## src/rtl/core_sequencer.sv

```systemverilog
// core_sequencer: multi-cycle control FSM for the RV32IM core.
// Steps one instruction through fetch/decode/exec/muldiv/mem/wb.
module core_sequencer #(
  parameter int TIMEOUT_CYCLES = 255,
  parameter int INSTRET_W      = 32
) (
  input  logic                 clk,
  input  logic                 rst,
  output logic                 imem_req,
  input  logic                 imem_ready,
  output logic                 ir_we,
  input  logic                 arithmetic,
  input  logic                 arithmetic_imm,
  input  logic                 load,
  input  logic                 store,
  input  logic                 branch,
  input  logic                 jal,
  input  logic                 jalr,
  input  logic                 lui,
  input  logic                 auipc,
  input  logic [6:0]           funct7,
  input  logic [4:0]           rd,
  output logic                 muldiv_start,
  input  logic                 muldiv_done,
  output logic                 dmem_req,
  output logic                 dmem_we,
  input  logic                 dmem_ready,
  output logic                 rf_we,
  output logic                 pc_we,
  output logic [2:0]           state,
  output logic                 trap,
  output logic [1:0]           trap_cause,
  output logic [INSTRET_W-1:0] instret
);

  typedef enum logic [2:0] {
    S_FETCH  = 3'd0,
    S_DECODE = 3'd1,
    S_EXEC   = 3'd2,
    S_MULDIV = 3'd3,
    S_MEM    = 3'd4,
    S_WB     = 3'd5,
    S_TRAP   = 3'd6
  } state_t;

  localparam int CW = $clog2(TIMEOUT_CYCLES + 1);
  localparam logic [CW-1:0] LAST = CW'(TIMEOUT_CYCLES - 1);

  state_t        cur, nxt;
  logic [CW-1:0] cnt, cnt_nxt;
  logic [1:0]    cause_nxt;
  logic          any_flag, is_muldiv, at_limit;

  assign state     = cur;
  assign any_flag  = |{arithmetic, arithmetic_imm, load, store,
                       branch, jal, jalr, lui, auipc};
  assign is_muldiv = arithmetic && (funct7 == 7'b0000001);
  // Current cycle is the TIMEOUT_CYCLES-th wait cycle
  assign at_limit  = (cnt >= LAST);

  always_comb begin
    nxt          = cur;
    cnt_nxt      = '0;
    cause_nxt    = trap_cause;
    imem_req     = 1'b0;
    ir_we        = 1'b0;
    muldiv_start = 1'b0;
    dmem_req     = 1'b0;
    dmem_we      = 1'b0;
    rf_we        = 1'b0;
    pc_we        = 1'b0;
    case (cur)
      S_FETCH: begin
        imem_req = 1'b1;
        if (imem_ready) begin
          ir_we = 1'b1;
          nxt   = S_DECODE;
        end else if (at_limit) begin
          nxt       = S_TRAP;
          cause_nxt = 2'd2;
        end else begin
          cnt_nxt = cnt + CW'(1);
        end
      end
      S_DECODE: begin
        if (!any_flag) begin
          nxt       = S_TRAP;
          cause_nxt = 2'd1;
        end else begin
          nxt = S_EXEC;
        end
      end
      S_EXEC: begin
        if (is_muldiv) begin
          muldiv_start = 1'b1;
          nxt          = S_MULDIV;
        end else if (load || store) begin
          nxt = S_MEM;
        end else if (branch) begin
          pc_we = 1'b1;
          nxt   = S_FETCH;
        end else begin
          nxt = S_WB;
        end
      end
      S_MULDIV: begin
        if (muldiv_done) nxt = S_WB;
      end
      S_MEM: begin
        dmem_req = 1'b1;
        dmem_we  = store;
        if (dmem_ready) begin
          if (store) begin
            pc_we = 1'b1;
            nxt   = S_FETCH;
          end else begin
            nxt = S_WB;
          end
        end else if (at_limit) begin
          nxt       = S_TRAP;
          cause_nxt = 2'd3;
        end else begin
          cnt_nxt = cnt + CW'(1);
        end
      end
      S_WB: begin
        rf_we = (rd != 5'd0);
        pc_we = 1'b1;
        nxt   = S_FETCH;
      end
      S_TRAP: nxt = S_TRAP;
      default: nxt = S_FETCH;
    endcase
  end

  always_ff @(posedge clk) begin
    if (rst) begin
      cur        <= S_FETCH;
      cnt        <= '0;
      trap       <= 1'b0;
      trap_cause <= 2'd0;
      instret    <= '0;
    end else begin
      cur        <= nxt;
      cnt        <= cnt_nxt;
      trap       <= trap | (nxt == S_TRAP);
      trap_cause <= cause_nxt;
      if (pc_we) instret <= instret + INSTRET_W'(1);
    end
  end

endmodule
```

## config.mk

```make
export PLATFORM = sky130hd
export DESIGN_NAME = core_sequencer
export DESIGN_NICKNAME = d
export VERILOG_FILES = /design/src/rtl/core_sequencer.sv
export SDC_FILE = /design/constraint.sdc
export NUM_CORES = 1
export LEC_CHECK = 0
export CORE_ASPECT_RATIO = 2
export CORE_MARGIN = 4
export CORE_UTILIZATION = 51
export DETAILED_ROUTE_END_ITERATION = 6
export PLACE_DENSITY = 0.86
export SYNTH_ARGS = -nofsm -noshare
export SYNTH_HDL_FRONTEND = slang
export SYNTH_SLANG_ARGS = --single-unit
```

## constraint.sdc

```tcl
create_clock -name clk -period 6 [get_ports clk]
set_input_delay 0.6 -clock clk [delete_from_list [all_inputs] [get_ports clk]]
set_output_delay 0.6 -clock clk [all_outputs]
set_load 0.05 [all_outputs]
```

==> run_results.csv <==
group,metric,value,unit
status,status,"complete, no violations",
synth,yosys-top-cells-count,"46 x dfxtp_1, 38 x nor2_1, 19 x nand2_1, 18 x a21oi_1, 17 x xor2_1",
clock_network,cts_sinks,46,
cells_and_area,final_cells,399,
grt,grt_pass1_wl,10.6,mm
synth,syn_area_per_cell,8.48,um2
critical_path,startpoint,"store",
synth,synth_most_common_cell,"dfxtp_1",
critical_path,crit_chain,"clkdlybuf4s50_1 -> or3b_2 -> a211oi_1 -> nor2_1 -> inv_1 -> clkdlybuf4s50_1",
critical_path,slowest_stage,"clkdlybuf4s50_1",
detailed_routing,drt-total-wl,6.00,mm
timing,fin_crit_sh,60.8,%
synth,dominantRegCellSynth,"dfxtp_1",
power,p_leak,1.08,nW
critical_path,ff2ff_path_depth,5,
synth,synth_top_family_by_area,"simple AND/OR/NAND/NOR gates",
synth,synth_top_area_share,38.9,%
grt,grt_use_met1,24.2,%
synth,synth_simple_gate_area_share,28.5,%
grt,use_met2,39.6,%
grt,grt_util_met3,4.10,%
critical_path,cpMostUsedCell,"clkdlybuf4s50_1",
placement,dp.cells,391,
detailed_routing,drt_iter0_markers,48,
synth,synth_cells,279,
synth,synth_compound_area_share,18.1,%
synth,synth_cell_types,47,
critical_path,required,5400,ps
clock_network,clk_latency,300,ps
placement,routabilityCongestion,0.785,
timing,timing.final.crit_period,3650,ps
clock_network,clockBufferDepth,2,
cells_and_area,area_growth_syn_to_layout,34.4,%
synth,synth_nets,308,
synth,yosys.area.top_type,"dfxtp_1",
detailed_routing,drcViolationCount,0,
synth,synth_area_leaders,"dfxtp_1 39%, xor2_1 6.3%, nor2_1 6.0%",
clock_network,cts_setup_buffers,0,
min_path,hold-path-cell-count,2,
placement,io_buffers,70,
synth,synth-seq-cells,46,
clock_network,htree_num_levels,2,
timing,fin_skew,11.3,ps
placement,dp_hpwl,4.52,mm
critical_path,cp_top_family,"buffers and inverters",
grt,grt_pass1_vias,2338,
die,rows,34,
synth,muxShareOfSynthArea,0.423,%
synth,yosys_warnings,0,
synth,synth_edf_count,0,
power,power,0.000610,W
cells_and_area,layout-drive-gt1-share,4.93,%
timing,slew_headroom,57.4,%
detailed_routing,wl_per_cell,15.0,um
clock_network,cts-root-buf,"clkbuf_8",
timing,fin_setup_tns,0,ps
clock_network,cts_resized,0,
grt,grt_antenna_before_repair,0,
critical_path,r2r-start,"state[1]",
critical_path,crit_fanout,6,
die,fp.dieArea,5860,um2
power,power_density,192,nW/um2
timing,worstMarginPinSlew,636,ps
synth,ys_seq_area_share,38.9,%
synth,synth_xor_area_share,7.78,%
die,io_pins,71,
critical_path,arrival,3050,ps
synth,syn-cell-area,2360,um2
timing,fin_ws,2350,ps
clock_network,path_clk_slew,70,ps
detailed_routing,vias,2317,
min_path,worstHoldStart,"trap",
critical_path,end_kind,"output pin",
clock_network,cts-buffers-inserted,5,
flow_run,maxCapViolCount,0,
detailed_routing,antenna_left,0,
die,fp.dieH,104,um
timing,final-setup-viol-count,0,
placement,pre_cts_ws,2350,ps
timing,grt_setup_unrepaired,"no",
timing,fmax,0.274,GHz
cells_and_area,nNetsFinal,373,
synth,synthArstFlopShare,0,%
power,vdd_drop_max,0.234,mV
die,core_area,4420,um2
min_path,whs_endpoint,"trap",
critical_path,reg2reg_slack,3350,ps
grt,grt.overflow.total,0,
detailed_routing,viasPerCell,5.81,
die,start_util,53.5,%
grt,grt_busiest_layer,"met2",
timing,maxSlewViolCount,0,
timing,hold_slack,466,ps
cells_and_area,n_antenna_cell,0,
clock_network,cts_tree,"yes",
critical_path,slowest_delay,800,ps
clock_network,cts.hold.buffers_added,0,
grt,grt_usage,21.7,%
critical_path,critPathBufInv,3,
die,die_w,56.2,um
detailed_routing,dr.pass1.iters,4,
grt,grt_max_degree,40,
synth,yosys.area_share.adder,1.59,%
critical_path,worstSetupPathType,"input port to output pin",
timing,finalHoldViolCount,0,
min_path,hold_class,"flop to flop",
critical_path,rr_endpoint,"instret[23]",
critical_path,worstSetupStartpointType,"input port",
## power breakdown
group	leakage [nW]	internal (W)	switching [W]
registers	0.371	0.000308	0.00000619
logic	0.659	0.0000314	0.0000377
clock network	0.0524	0.000125	0.000102
total	1.08	0.000464	0.000146
## state kept, by name, indices dropped and copies added (netlist names)
name / count
instret: 32
cnt: 8
state: 3
trap_cause: 2
trap: 1
## how the worst max path moves through the flow
stage,endpoint,cells past startpoint
4_1_cts,pc_we,6
3_3_place_gp,pc_we,6
5_1_grt,pc_we,6
2_1_floorplan,ir_we,3
3_5_place_dp,pc_we,6
6_report,pc_we,6
## cell type report
| cell class | count | area (um2) |
|---|---|---|
| Tap cell | 54 | 67.6 |
| Sequential cell | 46 | 921 |
| Fill cell | 378 | 1240 |
| Multi-Input combinational cell | 209 | 1340 |
| Inverter | 11 | 41.3 |
| Clock buffer | 7 | 76.3 |
| Clock inverter | 1 | 30.0 |
| Timing Repair Buffer | 71 | 708 |
## placed cells by master (no fill, tap or decap), types with 3 or more instances in the layout
cell type         n
o31ai_1           9
nand4_1           4
o21ai_0          12
xnor2_1           4
or4_1             8
inv_1            11
nor2b_1           5
nand2_1          19
clkdlybuf4s50_1  70
ha_1              3
xor2_1           17
o2111ai_1         7
a211oi_1          3
or3_1             8
o211ai_1          4
a21oi_1          18
nor4_1            3
and3_1            3
dfxtp_1          46
nor2_1           38
and2_1            4
nor3_1            4
nand3_1          11
clkbuf_8          5
## kinds of logic (layout without fill, tap and decap cells)
group	Yosys count	in the layout
and+or+nand+nor	122	122
AOI/OAI and AO/OA	62	62
muxes	1	1
adders and majority gates	3	3
xor gates and xnor gates	21	21
DFF	46	46
buffers and inverters	24	90
## worst min-delay path: stages (launching register included)
cell and delay, ps:
dfxtp_1 310, inv_1 50, o32ai_1 60
## metal layers
metal	up-vias	routed length, um
li1	1136	-
met1	1118	2290
met2	53	3410
met3	10	181
met4	0	116
met5	-	0
## through the flow
step | instance area (um2) | utilization [%]
after CTS | 3180 | 71.9
after detailed placement | 3070 | 69.5
after global placement | 3070 | 69.5
final | 3180 | 71.9
after floorplan | 2360 | -
after global routing | 3180 | 71.9
Power figures use the tool's default switching activity.
